===== src/rtl/calc_seq.sv =====
// Calculator sequencer: synchronizes and debounces the panel buttons, then issues one ALU op per execute press.
// Define CALC_SEQ_SAT_EN to saturate write-back to the signed 16-bit range and enable the sticky ovf flag.
module calc_seq #(
  parameter int DB_CYCLES = 16,
  parameter int ALU_LAT   = 1
) (
  input  logic        clk_i,
  input  logic        rst_i,
  input  logic        btnu_i,
  input  logic        btnd_i,
  input  logic        btnl_i,
  input  logic        btnc_i,
  input  logic        btnr_i,
  input  logic [15:0] sw_i,
  input  logic [31:0] alu_result_i,
  output logic [31:0] alu_op1_o,
  output logic [31:0] alu_op2_o,
  output logic [2:0]  op_sel_o,
  output logic [15:0] led_o,
  output logic        busy_o,
  output logic        done_o,
  output logic        ovf_o
);

  localparam int DbW  = $clog2(DB_CYCLES + 1);
  localparam int LatW = $clog2(ALU_LAT + 1);

  typedef enum logic [1:0] {IDLE, WAIT, DONE} state_t;

  // Packed input bundle: {btnu, btnd, btnl, btnc, btnr, sw[15:0]}
  logic [20:0] meta_q, sync_q;
  logic [1:0]  btnSync;
  logic [2:0]  opSelSync;
  logic [15:0] swSync;

  // Index 1 is the clear button, index 0 the execute button
  logic [1:0]           dbLevel_q, dbLevel_d;
  logic [1:0][DbW-1:0]  dbCnt_q, dbCnt_d;
  logic [1:0]           press_q, press_d;
  logic                 clrPress, exePress;

  state_t          state_q;
  logic [LatW-1:0] cnt_q;
  logic [15:0]     acc_q, accWb;
  logic [31:0]     op1_q, op2_q;
  logic [2:0]      opSel_q;
  logic            busy_q, done_q, ovf_q, wbSat;

  assign btnSync   = sync_q[20:19];
  assign opSelSync = sync_q[18:16];
  assign swSync    = sync_q[15:0];
  assign clrPress  = press_q[1];
  assign exePress  = press_q[0];

  always_comb begin
    dbLevel_d = dbLevel_q;
    dbCnt_d   = '0;
    press_d   = '0;
    for (int i = 0; i < 2; i++) begin
      if (btnSync[i] != dbLevel_q[i]) begin
        if (dbCnt_q[i] == DbW'(DB_CYCLES - 1)) begin
          dbLevel_d[i] = btnSync[i];
          press_d[i]   = btnSync[i];
        end else begin
          dbCnt_d[i] = dbCnt_q[i] + DbW'(1);
        end
      end
    end
  end

  always_ff @(posedge clk_i) begin
    if (rst_i) begin
      meta_q    <= '0;
      sync_q    <= '0;
      dbLevel_q <= '0;
      dbCnt_q   <= '0;
      press_q   <= '0;
    end else begin
      meta_q    <= {btnu_i, btnd_i, btnl_i, btnc_i, btnr_i, sw_i};
      sync_q    <= meta_q;
      dbLevel_q <= dbLevel_d;
      dbCnt_q   <= dbCnt_d;
      press_q   <= press_d;
    end
  end

`ifdef CALC_SEQ_SAT_EN
  // Result fits in 16 signed bits only when bits 31..15 are all copies of the sign
  assign wbSat = !((&alu_result_i[31:15]) || !(|alu_result_i[31:15]));
  assign accWb = wbSat ? (alu_result_i[31] ? 16'h8000 : 16'h7FFF) : alu_result_i[15:0];
`else
  logic unusedAluHi;
  assign unusedAluHi = ^alu_result_i[31:16];
  assign wbSat       = 1'b0;
  assign accWb       = alu_result_i[15:0];
`endif

  // Clear has priority over everything, including an operation already in flight
  always_ff @(posedge clk_i) begin
    if (rst_i) begin
      state_q <= IDLE;
      cnt_q   <= '0;
      acc_q   <= '0;
      op1_q   <= '0;
      op2_q   <= '0;
      opSel_q <= '0;
      busy_q  <= 1'b0;
      done_q  <= 1'b0;
      ovf_q   <= 1'b0;
    end else begin
      done_q <= 1'b0;
      if (clrPress) begin
        acc_q   <= '0;
        ovf_q   <= 1'b0;
        state_q <= IDLE;
        busy_q  <= 1'b0;
      end else begin
        case (state_q)
          IDLE: begin
            if (exePress) begin
              op1_q   <= {{16{acc_q[15]}}, acc_q};
              op2_q   <= {{16{swSync[15]}}, swSync};
              opSel_q <= opSelSync;
              cnt_q   <= '0;
              state_q <= WAIT;
              busy_q  <= 1'b1;
            end
          end
          WAIT: begin
            cnt_q <= cnt_q + LatW'(1);
            if (cnt_q == LatW'(ALU_LAT - 1)) begin
              acc_q   <= accWb;
              ovf_q   <= ovf_q | wbSat;
              state_q <= DONE;
              done_q  <= 1'b1;
            end
          end
          DONE: begin
            state_q <= IDLE;
            busy_q  <= 1'b0;
          end
          default: begin
            state_q <= IDLE;
            busy_q  <= 1'b0;
          end
        endcase
      end
    end
  end

  assign alu_op1_o = op1_q;
  assign alu_op2_o = op2_q;
  assign op_sel_o  = opSel_q;
  assign led_o     = acc_q;
  assign busy_o    = busy_q;
  assign done_o    = done_q;
  assign ovf_o     = ovf_q;

endmodule


===== config.mk =====
export PLATFORM = sky130hd
export DESIGN_NAME = calc_seq
export DESIGN_NICKNAME = d
export VERILOG_FILES = /design/src/rtl/calc_seq.sv
export SDC_FILE = /design/constraint.sdc
export NUM_CORES = 1
export LEC_CHECK = 0
export CELL_PAD_IN_SITES_DETAIL_PLACEMENT = 0
export CELL_PAD_IN_SITES_GLOBAL_PLACEMENT = 1
export CORE_UTILIZATION = 35
export DETAILED_ROUTE_END_ITERATION = 6
export PLACE_DENSITY = 0.82
export SLEW_MARGIN = 10
export SYNTH_ARGS = -nofsm -noshare
export SYNTH_HDL_FRONTEND = slang
export SYNTH_SLANG_ARGS = --single-unit

===== constraint.sdc =====
create_clock -name clk_i -period 3.8 [get_ports clk_i]
set_input_delay 1.14 -clock clk_i [delete_from_list [all_inputs] [get_ports clk_i]]
set_output_delay 1.14 -clock clk_i [all_outputs]
set_load 0.02 [all_outputs]

==> impl_metrics.toml, run 1 <==
[setup_path]
arrival_ps = 1710
critPathRequiredTime_ps = 2660
worstSetupStartpointType = "register"
crit_path_max_incr_delay_ps = 710
crit_path_end_kind = "output pin"
crit_fanout = 18
r2r_start = "state_q[0]$_SDFFE_PP0P_"
cpLargestDelayFamily = "buffers and inverters"
crit_buf_inv = 1
path_cells = "clkdlybuf4s50_1"
crit_type = "register to output pin"
r2r_end = "alu_op2_o[4]$_SDFFE_PP0P_"
rrSetupSlack_ps = 2050
cp_slowest_cell = "clkdlybuf4s50_1"
rr_worst_depth = 4

[clocking]
cts_resized = 0
cts_setup_buffers = 0
htree_levels = 3
clkLatencyLatePin_ps = 360
numCtsBuffers = 9
cts_root_buf = "clkbuf_8"
clk_pin_slew_worst_paths_ps = 90
cts_tree = "yes"
holdBufCountCts = 0
cts_buffer_depth = 2
cts_sinks = 112

[timing]
rsz0062_at_grt = "no"
relSlewSlack_pct = 32.87
fin_crit_ps = 2853
setup_violations = 0
worstMarginPinSlew_ps = 1003
fin_tns_setup_ps = 0
slew_violations = 0
fmax_mhz = 350.5
fin_crit_sh_pct = 75.07
hold_viol_final = 0
skew_ps = 8.148

[synthesis]
syn_nets = 474
ys_warn_count = 0
synth-seq-cells = 112
synthesis.area_sq_um = 3875
avgSynthCellArea_sq_um = 9.337
yosysUniqueCellTypes = 28
synthCells = 415
ys_seq_area_share_pct = 57.86

[floorplan]
die_h_microns = 107.2
die_w_microns = 107.2
initial_utilization_pct = 35.90
fp.dieArea_sq_um = 11500
coreArea_sq_um = 10790
rows = 38
io_pins = 141

[routing]
drcViolationCount = 0
firstDrtPassIters = 4
vias_per_cell = 4.403
vias = 2831
wire_per_inst_microns = 11.98
antenna_left = 0
drt_iter0_markers = 114
route.final.wire_length_microns = 7704

[power_and_ir_drop]
p_int_mw = 1.631
p_sw_share_pct = 19.72
power_mw = 2.032
power.density_nw_per_um2 = 394.6
peakVddDrop_mv = 0.1879
netSwitchingPower_mw = 0.4007
power_frac_seq_pct = 59.0
power.leakage_nw = 1.783
pwr-share-clk_pct = 37.3
combPwrFrac_pct = 3.7

[grt]
grt_use_total_pct = 14.06
grt_pass1_vias = 2629
grt_max_degree = 50
grt_overflow = 0
grt_pass1_wl_microns = 12410
antenna_found_initial = 0

[placement]
gp_congestion = 0.7050
dpl-instance-area_sq_um = 4935
dp_hpwl_microns = 5233
port_buffers = 123

[hold_path]
hp-class = "register to register"
min-delay-start = "sync_q[5]$_SDFF_PP0_"
whs_endpoint = "alu_op2_o[5]$_SDFFE_PP0P_"
holdPathStages = 2

[layout]
mostFrequentLayoutCell = "clkdlybuf4s50_1"
layout_common_cells = "clkdlybuf4s50_1 (122), dfxtp_1 (112), nand2_1 (102), a21oi_1 (52), nor2b_1 (42)"
register_area_sq_um = 2242
layout-drive-gt1-share_pct = 4.374
multi_input_area_sq_um = 1239
fin_area_sq_um = 5149
nets = 557
syn_to_final_growth_pct = 32.87
nFillCells = 1030
diodes = 0

[flow_run]
max_cap_viol_count = 0

[run_status]
status = "finished, final reports clean"
==> worst min-delay path: cells and delay by family (launching register included) <==
kind             cells  cell delay, ps
flip-flops           1             310
AO/OA/AOI/OAI        1              50
AND/OR/NAND/NOR      1              40
==> cells in the mapped netlist <==
| library cell | number | area, sq um |
|---|---|---|
| buf_6 | 4 | 45.04 |
| nor2_1 | 15 | 56.30 |
| or2_2 | 1 | 6.260 |
| nor4bb_1 | 2 | 20.02 |
| buf_2 | 6 | 30.03 |
| nand3_1 | 2 | 10.01 |
| and3_1 | 2 | 12.51 |
| clkbuf_1 | 9 | 33.78 |
| nor2b_1 | 42 | 262.8 |
| a31o_2 | 1 | 8.760 |
| buf_4 | 34 | 255.2 |
| or4b_1 | 1 | 10.01 |
| nand2_1 | 102 | 382.9 |
| mux2i_1 | 3 | 30.03 |
| nor3b_2 | 1 | 12.51 |
| inv_1 | 6 | 22.52 |
| conb_1 | 1 | 3.750 |
| or3_1 | 2 | 12.51 |
| dfxtp_1 | 112 | 2242 |
| buf_1 | 2 | 7.510 |
| nor3_1 | 2 | 10.01 |
| or3b_1 | 1 | 8.760 |
| o21ai_0 | 1 | 5.000 |
| xnor2_1 | 4 | 35.03 |
| nor4b_4 | 1 | 23.77 |
| a21oi_1 | 52 | 260.3 |
| xor2_1 | 2 | 17.52 |
| ha_1 | 4 | 50.05 |
==> flip-flops by register name, summed over array words and instances, names as in the netlist <==
register and flops:
meta_q 21, sync_q 21, alu_op1_o 16, alu_op2_o 16
led_o 16, dbCnt_q 10, op_sel_o 3, dbLevel_q 2
press_q 2, state_q 2, busy_o 1, cnt_q 1
done_o 1
==> per-layer routing <==
layer	vias up	GRT usage (%)	wire, microns
met5	-	0	0
met4	0	7.241	169
met3	15	3.647	435
met2	82	22.63	3594
met1	1298	17.27	3505
li1	1436	-	-
==> worst max path at each step <==
stage	from	to	slack, ps	depth (start not counted)
floorplan	alu_op1_o[15]$_SDFFE_PP0P_	alu_op1_o[16]	1740	1
global placement	alu_op2_o[15]$_SDFFE_PP0P_	alu_op2_o[18]	1350	1
detailed placement	alu_op2_o[15]$_SDFFE_PP0P_	alu_op2_o[18]	1300	1
CTS	alu_op2_o[15]$_SDFFE_PP0P_	alu_op2_o[18]	890	1
global route	alu_op1_o[15]$_SDFFE_PP0P_	alu_op1_o[17]	820	1
finish	alu_op2_o[15]$_SDFFE_PP0P_	alu_op2_o[18]	950	1
==> stage by stage <==
| step | std cells | hold slack [ps] | setup WS (ps) | utilization, % |
|---|---|---|---|---|
| floorplan | 415 | 413.8 | 1744 | - |
| global placement | 627 | 417.8 | 1347 | 45.72 |
| detailed placement | 627 | 420.4 | 1303 | 45.72 |
| CTS | 643 | 434.3 | 885.3 | 47.70 |
| global route | 643 | 452.5 | 817.9 | 47.70 |
| finish | 643 | 436.0 | 947.2 | 47.70 |
==> final cells by class <==
| type | instances | area share [%] |
|---|---|---|
| Sequential cell | 112 | 43.55 |
| Timing Repair Buffer | 127 | 24.40 |
| Multi-Input combinational cell | 242 | 24.06 |
| Tap cell | 140 | 3.402 |
| Clock buffer | 13 | 2.892 |
| Clock inverter | 3 | 1.264 |
| Inverter | 6 | 0.4374 |
==> power groups by stage <==
stage | logic, mW | registers (mW) | clock network [mW]
2_1_floorplan | 0.0320 | 1.23 | 0
3_3_place_gp | 0.0756 | 1.23 | 0
3_5_place_dp | 0.0763 | 1.23 | 0
4_1_cts | 0.0766 | 1.20 | 0.781
5_1_grt | 0.0826 | 1.20 | 0.827
6_report | 0.0751 | 1.20 | 0.757
==> cells by family (layout without fill, tap and decap cells) <==
kind of cell | after synthesis | after routing | share of synthesized area (%)
and+or+nand+nor | 174 | 174 | 21.38
DFF | 112 | 112 | 57.86
buffers and inverters | 61 | 149 | 10.17
AOI/OAI and AO/OA | 54 | 54 | 7.071
xor gates and xnor gates | 6 | 6 | 1.356
adders and majority gates | 4 | 4 | 1.292
muxes | 3 | 3 | 0.7750
other | 1 | 1 | 0.09678
Note: power is estimated with default switching activity, not from simulation.
==> inputs of run 2 (changes only) <==
--- a/config.mk
+++ b/config.mk
@@ -7,9 +7,9 @@
 export LEC_CHECK = 0
 export CELL_PAD_IN_SITES_DETAIL_PLACEMENT = 0
 export CELL_PAD_IN_SITES_GLOBAL_PLACEMENT = 1
-export CORE_UTILIZATION = 35
+export CORE_UTILIZATION = 32
 export DETAILED_ROUTE_END_ITERATION = 6
-export PLACE_DENSITY = 0.82
+export PLACE_DENSITY = 0.75
 export SLEW_MARGIN = 10
 export SYNTH_ARGS = -nofsm -noshare
 export SYNTH_HDL_FRONTEND = slang
==> constraint.sdc (replaced) <==
create_clock -name clk_i -period 2.7 [get_ports clk_i]
set_input_delay 0.81 -clock clk_i [delete_from_list [all_inputs] [get_ports clk_i]]
set_output_delay 0.81 -clock clk_i [all_outputs]
set_load 0.02 [all_outputs]
==> impl_metrics.toml, run 2 (synthesis gave the netlist of run 1 again) <==
[layout]
layout_common_cells = "clkdlybuf4s50_1 (122), dfxtp_1 (112), nand2_1 (102), a21oi_1 (52), nor2b_1 (42)"
diodes = 0
syn_to_final_growth_pct = 35.71
mostFrequentLayoutCell = "clkdlybuf4s50_1"
final_cells = 649
top_regs = "meta_q: 21 flops, sync_q: 21 flops"
layout-drive-gt1-share_pct = 5.534
nets = 560
nFillCells = 1165
multi_input_area_sq_um = 1239
register_area_sq_um = 2242

[routing]
wire_per_inst_microns = 11.82
firstDrtPassIters = 6
drt_iter0_markers = 121
vias_per_cell = 4.262
antenna_left = 0
route.final.wire_length_microns = 7668
vias = 2766
drcViolationCount = 9

[setup_path]
worstSetupStartpointType = "register"
crit_type = "register to output pin"
crit_path_max_incr_delay_ps = 710
crit_buf_inv = 1
r2r_start = "state_q[0]$_SDFFE_PP0P_"
rrSetupSlack_ps = 950
cpLargestDelayFamily = "buffers and inverters"
crit_fanout = 18
path_cells = "clkdlybuf4s50_1"
rr_worst_depth = 4
critPathRequiredTime_ps = 1890
r2r_end = "alu_op2_o[6]$_SDFFE_PP0P_"
crit_path_end_kind = "output pin"
cp_slowest_cell = "clkdlybuf4s50_1"
path_depth = 1
startpoint = "alu_op2_o[15]$_SDFFE_PP0P_"
arrival_ps = 1660
critical_path.endpoint = "alu_op2_o[29]"

[clocking]
cts_tree = "yes"
clk_pin_slew_worst_paths_ps = 70
numCtsBuffers = 9
cts_root_buf = "clkbuf_16"
cts_resized = 0
cts_buffer_depth = 2
holdBufCountCts = 0
cts_setup_buffers = 0
cts_sinks = 112
clkLatencyLatePin_ps = 340
htree_levels = 3

[grt]
busiest_layer = "met2"
met2_usage_pct = 19.83
antenna_found_initial = 0
grt_max_degree = 43
grt_overflow = 0
use_met3_pct = 3.024
grt_use_total_pct = 12.32
grt_pass1_vias = 2471
grt_pass1_wl_microns = 12230
use_met1_pct = 16.17

[floorplan]
coreArea_sq_um = 11610
io_pins = 141
die_w_microns = 112.0
fp.dieArea_sq_um = 12550
rows = 39
initial_utilization_pct = 33.37
die_h_microns = 112.0

[power_and_ir_drop]
p_int_mw = 2.422
p_sw_share_pct = 21.38
peakVddDrop_mv = 0.3295
power.leakage_nw = 1.835
power_frac_seq_pct = 54.8
power.density_nw_per_um2 = 585.7
combPwrFrac_pct = 3.5
pwr-share-clk_pct = 41.7
netSwitchingPower_mw = 0.6584

[placement]
dp_hpwl_microns = 5400
dp_cells = 633
dp_slack_ps = 549.6
gp_congestion = 0.6961
port_buffers = 123

[timing]
setup_ws_ps = 231.5
hold_viol_final = 0
skew_ps = 9.777
relSlewSlack_pct = 56.30
setup_violations = 0
fin_tns_setup_ps = 0
worstMarginPinSlew_ps = 655.6
timing.hold.ws_ps = 433.0
fmax_mhz = 405.1
rsz0062_at_grt = "no"
fin_crit_sh_pct = 91.43
slew_violations = 0
fin_crit_ps = 2469

[flow_run]
max_cap_viol_count = 0

[run_status]
status = "complete, but fails checks"
violations = "design-rule violations"

[hold_path]
hp-class = "register to register"
run 2: how the worst min path moves through the flow:
stage	from	to	slack, ps	depth (start not counted)
6_report	sync_q[2]$_SDFF_PP0_	alu_op2_o[2]$_SDFFE_PP0P_	430	2
5_1_grt	sync_q[5]$_SDFF_PP0_	alu_op2_o[5]$_SDFFE_PP0P_	450	2
4_1_cts	sync_q[13]$_SDFF_PP0_	alu_op2_o[13]$_SDFFE_PP0P_	440	2
3_5_place_dp	meta_q[18]$_SDFF_PP0_	sync_q[18]$_SDFF_PP0_	420	1
3_3_place_gp	meta_q[8]$_SDFF_PP0_	sync_q[8]$_SDFF_PP0_	420	1
2_1_floorplan	meta_q[0]$_SDFF_PP0_	sync_q[0]$_SDFF_PP0_	410	1
run 2: per-layer routing:
layer / up-vias / wire length (microns)
met5: - / 0
met4: 0 / 90
met3: 10 / 392
met2: 74 / 3637
met1: 1234 / 3547
li1: 1448 / -
run 2: power groups by stage:
| stage | Sequential, mW | Clock, mW | Combinational [mW] |
|---|---|---|---|
| after detailed placement | 1.73 | 0 | 0.108 |
| after global routing | 1.69 | 1.39 | 0.118 |
| after global placement | 1.73 | 0 | 0.108 |
| final | 1.69 | 1.28 | 0.107 |
| after floorplan | 1.72 | 0 | 0.0451 |
| after CTS | 1.69 | 1.33 | 0.109 |
run 2: cell type report:
type,instances,area share [%]
clock buffer,10,4.544
clock inverter,6,1.118
inverter,6,0.4283
multi-input combinational,242,23.55
sequential,112,42.64
tap,143,3.402
timing repair buffer,130,24.32
run 2: stage by stage:
stage / instance area (sq um) / util [%] / total power [mW]
floorplan: 3875 / - / 1.769
CTS: 5259 / 45.28 / 3.130
finish: 5259 / 45.28 / 3.080
global route: 5259 / 45.28 / 3.203
detailed placement: 4961 / 42.72 / 1.835
global placement: 4961 / 42.72 / 1.834
==> inputs of run 3 (changes only) <==
--- a/config.mk
+++ b/config.mk
@@ -8,6 +8,7 @@
 export CELL_PAD_IN_SITES_DETAIL_PLACEMENT = 0
 export CELL_PAD_IN_SITES_GLOBAL_PLACEMENT = 1
 export CORE_UTILIZATION = 32
+export CTS_CLUSTER_DIAMETER = 80
 export DETAILED_ROUTE_END_ITERATION = 6
 export PLACE_DENSITY = 0.75
 export SLEW_MARGIN = 10
==> results of run 3 <==
No change in the layout: final DEF, timing and power equal those of run 2.
